$ cat src/rtl/button_event_arbiter_pkg.sv
// Shared constants and types for the button event arbiter.
// Covers button indices, the repeat FSM state and the default button count.
package btn_evt_pkg;

    localparam int N_BTN_DEF = 5;

    localparam int BTN_C = 0;
    localparam int BTN_U = 1;
    localparam int BTN_D = 2;
    localparam int BTN_L = 3;
    localparam int BTN_R = 4;

    typedef enum logic [1:0] {
        IDLE,
        DELAY,
        REPEAT
    } rpt_state_e;

    // Index width that never collapses to zero for a single button.
    function automatic int idx_w(input int n);
        return (n > 1) ? $clog2(n) : 1;
    endfunction

endpackage

$ cat src/rtl/button_event_arbiter_if.sv
// Event handshake between the arbiter (master) and the display/mode logic (slave).
interface button_event_arbiter_if
    import btn_evt_pkg::*;
#(
    parameter int N_BTN = N_BTN_DEF
);
    localparam int IW = idx_w(N_BTN);

    logic          evt_valid;
    logic          evt_ready;
    logic [IW-1:0] evt_id;
    logic          evt_repeat;

    modport master (output evt_valid, evt_id, evt_repeat, input evt_ready);
    modport slave  (input evt_valid, evt_id, evt_repeat, output evt_ready);

endinterface

$ cat src/rtl/button_event_arbiter_rr_arbiter.sv
// Round-robin picker: first request at or after the pointer wins.
// The pointer moves to one past the winner whenever adv is asserted.
module rr_arbiter #(
    parameter int N  = 5,
    parameter int IW = 3
) (
    input  logic          clk,
    input  logic          rst_n,
    input  logic [N-1:0]  req,
    input  logic          adv,
    output logic [N-1:0]  grant,
    output logic [IW-1:0] idx,
    output logic          found
);

    logic [IW-1:0] ptr_q, ptr_d;

    always_comb begin
        grant = '0;
        idx   = '0;
        found = 1'b0;
        for (int off = 0; off < N; off++) begin
            if (!found && req[(int'(ptr_q) + off) % N]) begin
                found = 1'b1;
                idx   = IW'((int'(ptr_q) + off) % N);
                grant[(int'(ptr_q) + off) % N] = 1'b1;
            end
        end
    end

    always_comb begin
        ptr_d = ptr_q;
        if (adv) ptr_d = (int'(idx) == N - 1) ? '0 : IW'(int'(idx) + 1);
    end

    always_ff @(posedge clk or negedge rst_n) begin
        if (!rst_n) ptr_q <= '0;
        else        ptr_q <= ptr_d;
    end

endmodule

$ cat src/rtl/button_event_arbiter.sv
// Debounced button levels -> one-shot press/auto-repeat events, one per handshake.
// Requests are latched as pending bits and drained round-robin into a single output stage.
module button_event_arbiter
    import btn_evt_pkg::*;
#(
    parameter int N_BTN        = N_BTN_DEF,
    parameter int REPEAT_DELAY = 50_000_000,
    parameter int REPEAT_RATE  = 10_000_000
) (
    input  logic                  clk,
    input  logic                  rst_n,
    input  logic [N_BTN-1:0]      btn_in,
    input  logic                  en,
    button_event_arbiter_if.master evt,
    output logic [N_BTN-1:0]      pending,
    output logic                  overrun
);

    localparam int IW   = idx_w(N_BTN);
    localparam int CMAX = (REPEAT_DELAY > REPEAT_RATE) ? REPEAT_DELAY : REPEAT_RATE;
    localparam int CW   = $clog2(CMAX + 1);
    localparam logic [CW-1:0] DLY_END  = CW'(REPEAT_DELAY - 1);
    localparam logic [CW-1:0] RATE_END = CW'(REPEAT_RATE - 1);

    logic [N_BTN-1:0] btn_q, btn_prev_q, btn_prev_d;
    logic             armed_q;
    logic [N_BTN-1:0] pend_q, pend_d, pend_rpt_q, pend_rpt_d;
    logic             evt_valid_q, evt_valid_d, evt_rpt_q, evt_rpt_d;
    logic [IW-1:0]    evt_id_q, evt_id_d;
    logic             overrun_q, overrun_d;

    rpt_state_e       state_q;
    logic [IW-1:0]    trk_q;
    logic [CW-1:0]    cnt_q;

    logic [N_BTN-1:0] rise, trk_mask, tick_v, set_v, clr_v, grant;
    logic [IW-1:0]    rise_idx, grant_idx;
    logic             pop1, hold_ok, tick, found, load;

    // The first cycle out of reset copies the live level into both stages,
    // so a button already held across reset never looks like a fresh rise.
    assign btn_prev_d = armed_q ? btn_q : btn_in;
    assign rise       = btn_q & ~btn_prev_q;
    assign pop1       = (btn_q != '0) && ((btn_q & (btn_q - N_BTN'(1))) == '0);

    always_comb begin
        rise_idx = '0;
        trk_mask = '0;
        for (int i = 0; i < N_BTN; i++) begin
            if (rise[i]) rise_idx = IW'(i);
            trk_mask[i] = (trk_q == IW'(i));
        end
    end

    assign hold_ok = (|(btn_q & trk_mask)) && pop1 && ((rise & ~trk_mask) == '0);
    assign tick    = hold_ok && (((state_q == DELAY)  && (cnt_q == DLY_END)) ||
                                 ((state_q == REPEAT) && (cnt_q == RATE_END)));
    assign tick_v  = tick ? trk_mask : '0;

    always_ff @(posedge clk or negedge rst_n) begin
        if (!rst_n) begin
            state_q <= IDLE;
            trk_q   <= '0;
            cnt_q   <= '0;
        end else begin
            case (state_q)
                IDLE: begin
                    if ((REPEAT_DELAY != 0) && (|rise) && pop1) begin
                        state_q <= DELAY;
                        trk_q   <= rise_idx;
                        cnt_q   <= '0;
                    end
                end
                default: begin
                    if (!hold_ok) begin
                        state_q <= IDLE;
                        cnt_q   <= '0;
                    end else if (tick) begin
                        state_q <= REPEAT;
                        cnt_q   <= '0;
                    end else begin
                        cnt_q   <= cnt_q + CW'(1);
                    end
                end
            endcase
        end
    end

    rr_arbiter #(.N(N_BTN), .IW(IW)) u_arb (
        .clk   (clk),
        .rst_n (rst_n),
        .req   (pend_q),
        .adv   (load),
        .grant (grant),
        .idx   (grant_idx),
        .found (found)
    );

    assign load  = en && found && (!evt_valid_q || evt.evt_ready);
    assign set_v = rise | tick_v;
    assign clr_v = load ? grant : '0;

    // A bit being handed out this cycle is free again, so a new request on it
    // is a fresh entry rather than an overrun.
    always_comb begin
        pend_d     = (pend_q & ~clr_v) | set_v;
        pend_rpt_d = pend_rpt_q;
        for (int i = 0; i < N_BTN; i++) begin
            if (set_v[i] && !(pend_q[i] && !clr_v[i])) pend_rpt_d[i] = !rise[i];
        end
        overrun_d = |(set_v & pend_q & ~clr_v);
    end

    always_comb begin
        evt_valid_d = evt_valid_q;
        evt_id_d    = evt_id_q;
        evt_rpt_d   = evt_rpt_q;
        if (load) begin
            evt_valid_d = 1'b1;
            evt_id_d    = grant_idx;
            evt_rpt_d   = |(grant & pend_rpt_q);
        end else if (evt_valid_q && evt.evt_ready) begin
            evt_valid_d = 1'b0;
        end
    end

    always_ff @(posedge clk or negedge rst_n) begin
        if (!rst_n) begin
            btn_q       <= '0;
            btn_prev_q  <= '0;
            armed_q     <= 1'b0;
            pend_q      <= '0;
            pend_rpt_q  <= '0;
            evt_valid_q <= 1'b0;
            evt_id_q    <= '0;
            evt_rpt_q   <= 1'b0;
            overrun_q   <= 1'b0;
        end else begin
            btn_q       <= btn_in;
            btn_prev_q  <= btn_prev_d;
            armed_q     <= 1'b1;
            pend_q      <= pend_d;
            pend_rpt_q  <= pend_rpt_d;
            evt_valid_q <= evt_valid_d;
            evt_id_q    <= evt_id_d;
            evt_rpt_q   <= evt_rpt_d;
            overrun_q   <= overrun_d;
        end
    end

    assign evt.evt_valid  = evt_valid_q;
    assign evt.evt_id     = evt_id_q;
    assign evt.evt_repeat = evt_rpt_q;
    assign pending        = pend_q;
    assign overrun        = overrun_q;

endmodule

$ cat src/flat_wrapper.sv
// flat-port wrapper written by rule: the top's interface ports become plain ports
module button_event_arbiter_flat import btn_evt_pkg::*;
#(
    parameter int N_BTN        = N_BTN_DEF,
    parameter int REPEAT_DELAY = 50_000_000,
    parameter int REPEAT_RATE  = 10_000_000
)
  (clk, rst_n, btn_in, en, pending, overrun, evt_evt_valid, evt_evt_id, evt_evt_repeat, evt_evt_ready);
  button_event_arbiter_if #(.N_BTN(N_BTN)) evt_i ();
  input  logic clk;
  input  logic rst_n;
  input  logic [N_BTN-1:0] btn_in;
  input  logic en;
  output logic [N_BTN-1:0] pending;
  output logic overrun;
  output wire logic [$bits(evt_i.evt_valid)-1:0] evt_evt_valid;
  output wire logic [$bits(evt_i.evt_id)-1:0] evt_evt_id;
  output wire logic [$bits(evt_i.evt_repeat)-1:0] evt_evt_repeat;
  input wire logic [$bits(evt_i.evt_ready)-1:0] evt_evt_ready;
  assign evt_evt_valid = evt_i.evt_valid;
  assign evt_evt_id = evt_i.evt_id;
  assign evt_evt_repeat = evt_i.evt_repeat;
  assign evt_i.evt_ready = evt_evt_ready;
  button_event_arbiter #(.N_BTN(N_BTN), .REPEAT_DELAY(REPEAT_DELAY), .REPEAT_RATE(REPEAT_RATE)) u_core (.clk(clk), .rst_n(rst_n), .btn_in(btn_in), .en(en), .evt(evt_i), .pending(pending), .overrun(overrun));
endmodule
$ cat config.mk
export PLATFORM = sky130hd
export DESIGN_NAME = button_event_arbiter_flat
export DESIGN_NICKNAME = d
export VERILOG_FILES = /design/src/rtl/button_event_arbiter_pkg.sv /design/src/rtl/button_event_arbiter_if.sv /design/src/rtl/button_event_arbiter_rr_arbiter.sv /design/src/rtl/button_event_arbiter.sv /design/src/flat_wrapper.sv
export SDC_FILE = /design/constraint.sdc
export NUM_CORES = 1
export LEC_CHECK = 0
export ABC_AREA = 1
export BUFFER_PORTS_ARGS = -buffer_cell sky130_fd_sc_hd__buf_4
export CAP_MARGIN = 20
export CORE_MARGIN = 8
export CORE_UTILIZATION = 50
export CTS_CLUSTER_SIZE = 30
export DETAILED_ROUTE_END_ITERATION = 16
export PLACE_DENSITY = 0.67
export SETUP_SLACK_MARGIN = 0.02
export SLEW_MARGIN = 20
export SYNTH_ARGS = -nofsm -noshare
export SYNTH_HDL_FRONTEND = slang
export SYNTH_SLANG_ARGS = --single-unit
export TNS_END_PERCENT = 10
$ cat constraint.sdc
create_clock -name clk -period 5.1 [get_ports clk]
set_clock_uncertainty 0.15 [all_clocks]
set_input_delay 0.51 -clock clk [delete_from_list [all_inputs] [get_ports clk]]
set_output_delay 0.51 -clock clk [all_outputs]
set_load 0.005 [all_outputs]
==> results by group <==
Floorplanning
  – CORE AREA: 0.01028 mm²
  – Height of the chip: roughly 120 µm
  – Number of rows in the core area: 37
  – Total I/O pin count: 20
  – Die Wd: 118.8 µm
  – Effective utilization at floorplan: 51.40%
  – Area of the die: roughly 0.014 mm²

GRT
  – Total track usage: between 10% and 20%
  – Maximum number of pins on one net before global-route repair: slightly above 60
  – Global-route wire length before repair: 23.63 mm
  – Number of global-route vias before repair: 5,063
  – Number of antenna violations at the first check in global routing: 0
  – Overflow left after global routing: 0

Route
  – Number of design-rule violations left by the first detailed-router iteration: 311
  – Number of remaining DRC errors: 0
  – Number of optimization iterations in the first detailed-route pass: 5
  – WL per Instance: 14.51 µm
  – Antenna violation net count after detailed routing: 0
  – Routed wire length: 13.85 mm
  – Total via count after detailed routing: just over 5,000
  – Average via count per standard cell: 5.434

Synthesis
  – Avg Inst Size Synth: 6.738 µm²
  – Netlist area before placement: ~0.0053 mm²
  – Synthesized net count: around 820
  – Proportion of synthesized chip area in sequential cells: a little under 30%
  – Flip-flop cell with the highest count after synthesis: sky130_fd_sc_hd__dfrtp_1
  – Ranking of synthesized cells by instance count: 169 x sky130_fd_sc_hd__nand2_1, 117 x sky130_fd_sc_hd__inv_1, 90 x sky130_fd_sc_hd__nor2_1
  – Total number of yosys warnings: 0
  – Area fraction of the dominant cell type after synthesis: just under 30%
  – Share of synthesized registers carrying an async set or reset: between 90% and 100%
  – Largest cells by area after synthesis: sky130_fd_sc_hd__dfrtp_1 29%, sky130_fd_sc_hd__nand2_1 12%, sky130_fd_sc_hd__inv_1 8.3%, sky130_fd_sc_hd__ha_1 7.1%, sky130_fd_sc_hd__nor2_1 6.4%
  – Most common cell in the synthesized netlist: sky130_fd_sc_hd__nand2_1
  – Synthesis-stage register bit count: between 60 and 70
  – Number of flops mapped to enable cells by yosys: 0
  – Cell count after synthesis: approximately 800
  – Synth cell types: 50
  – Cell taking the most area after synthesis: sky130_fd_sc_hd__dfrtp_1

STA
  – Total negative slack for setup checks: 0 ns
  – Final period util: 89.61%
  – Unrepaired setup endpoints after global routing: false
  – Transition time at the pin with the least slew margin: 0.8300 ns
  – Max_slew headroom: 43.95%
  – Hold violation count in the final report: 0
  – Setup-violating endpoint count in the final report: 0
  – Highest clock frequency the design can meet: approximately 0.22 GHz
  – Post-layout min period: 4.570 ns
  – Fin. max-slew vios: 0

Clock network
  – CTS Hold Bufs: 0
  – Clock latency at the later pin of the worst-skew pair: around 0.35 ns
  – H-tree lvl count: 3
  – Clock tree from TritonCTS: built
  – Max clock buf depth: 2
  – Sink count of the clock tree: between 60 and 70
  – Clock input transition at the sequential cells of the worst setup and hold paths: roughly 0.070 ns
  – Root buffer cell: sky130_fd_sc_hd__clkbuf_8
  – Num CTS Buffers: 9

Worst setup path
  – Maximum cell stage delay along the critical path: roughly 0.74 ns
  – Reg2Reg Launch Point: u_core.u_arb.ptr_q[1]
  – Cell family with most CP delay: simple AND/OR/NAND/NOR gates
  – Crit path launch type: flip-flop
  – Launching element of the worst setup path: u_core.u_arb.ptr_q[1]
  – CP most frequent cell: sky130_fd_sc_hd__nand2_1
  – Required time of the worst setup path: just over 5 ns
  – Critical-path cell with the highest stage delay: sky130_fd_sc_hd__o41ai_1
  – Category of the most critical setup path: reg2reg
  – Number of buffers and inverters on the critical path: 5
  – Crit Path Max Fanout: 8
  – Element type at the critical path end: flip-flop
  – Cell breakdown of the critical path: inv_1 -> buf_4 -> ha_1 -> inv_2 -> a31oi_1 -> nand2_1 -> nand2_1 -> inv_1 -> o21ai_0 -> inv_1 -> ha_1 -> or2_2 -> o41ai_1 -> nand4_1 -> nor3_1 -> nor2_1 -> nand3_1 -> nand2_1 -> nand2_1 -> nor2_1 -> nor2_1 -> nand2_1
  – Data arrival time of the critical path: 4.65 ns

Finish
  – Filler cells: about 1,000
  – Fraction of layout cells with a size suffix above 1: 14.18%
  – Total area of sequential cells: between 0.0015 and 0.002 mm²
  – Syn-to-layout area delta: 9.924%
  – Total area of multi-input combinational cells: around 0.0032 mm²
  – Post-layout net count: ~850
  – Utilization after layout: between 50% and 60%
  – Antenna diode count: 0

Hold path
  – Type of the worst min-delay path: in2async

Place
  – Detailed placer's ending HPWL: around 11 mm
  – Gp weighted congestion: approximately 0.99
  – # port buffers: 19

Outcome
  – Status: complete, no violations

Job
  – Max-Cap Viols: 0
==> through the flow <==
step / instances / hold slack [ns] / cell area, µm² / setup slack (ns)
global placement: 937 / 0.3091 / 5587 / 0.5748
global route: 954 / 0.1186 / 5807 / 0.05821
floorplan: 784 / 0.06441 / 5283 / 0.6281
CTS: 953 / 0.1196 / 5793 / 0.3985
finish: 954 / 0.09166 / 5807 / 0.5299
detailed placement: 937 / 0.3192 / 5587 / 0.4284
==> final timing paths <==
check	to	slack [ns]	cells past startpoint
max	u_core.overrun	0.53	22
max reg2reg	u_core.overrun	0.53	22
min in group clk	u_core.btn_q[2]	0.13	1
max in group asynchronous	u_core.cnt_q[23]	4.21	1
min	u_core.cnt_q[14]	0.09	1
min reg2reg	u_core.evt.evt_id[2]	0.34	2
==> layout by cell type, fill, tap and decap left out, types with 3 or more instances in the layout <==
cell type                    n
sky130_fd_sc_hd__o211ai_1    3
sky130_fd_sc_hd__clkbuf_8    9
sky130_fd_sc_hd__inv_1     117
sky130_fd_sc_hd__nor2_4      4
sky130_fd_sc_hd__a21oi_1    30
sky130_fd_sc_hd__o21ai_0    37
sky130_fd_sc_hd__a21oi_2     3
sky130_fd_sc_hd__clkinv_2    3
sky130_fd_sc_hd__xor2_1      7
sky130_fd_sc_hd__nor2_1     90
sky130_fd_sc_hd__dfrtp_1    61
sky130_fd_sc_hd__buf_4      26
sky130_fd_sc_hd__nand4_1    24
sky130_fd_sc_hd__o21ai_2     9
sky130_fd_sc_hd__o41ai_1     3
sky130_fd_sc_hd__nand2_4     6
sky130_fd_sc_hd__nand3_2     5
sky130_fd_sc_hd__inv_2      12
sky130_fd_sc_hd__o21ai_1    12
sky130_fd_sc_hd__nand2_2    23
sky130_fd_sc_hd__nand2_1   168
sky130_fd_sc_hd__o22ai_1     6
sky130_fd_sc_hd__nor4_1      4
sky130_fd_sc_hd__nand3_1    63
sky130_fd_sc_hd__ha_1       30
sky130_fd_sc_hd__nor3_1     30
==> cell type report <==
cell class,count,share of cell area [%]
multi-input combinational,585,55.42
sequential,61,26.29
inverter,130,8.446
timing repair buffer,26,3.361
tap,136,2.930
clock buffer,11,2.262
clock inverter,5,1.293
==> flip-flops by register name (all words and copies together) (netlist names), 2 cells and up <==
signal	flops
u_core.cnt_q	26
u_core.evt.evt_id	3
u_core.btn_prev_q	5
u_core.pend_rpt_q	5
u_core.pending	5
u_core.btn_q	5
u_core.u_arb.ptr_q	3
u_core.trk_q	3
u_core.state_q	2
==> logic make-up after synthesis <==
group / share of synthesized area (%)
buf+inv: 10.30
xor+xnor: 1.990
simple gates: 38.73
compound gates: 12.91
fa+ha+maj: 7.106
flops: 28.90
other cells: 0.07099
==> what timing repair did <==
item,in CTS,in global routing
setup endpoints to repair,0,2
setup buffers,0,1
gates resized for setup,0,3
==> layer usage <==
metal	vias to the layer above	GRT usage, %	wire [µm]
li1	2606	-	-
met1	2442	24.68	6335
met2	107	34.30	6789
met3	29	2.951	431
met4	0	7.905	287
met5	-	0	0
Power is left out: the tool's default activity adds up to more than one toggle a clock period on the data nets, which glitch-free logic cannot reach.
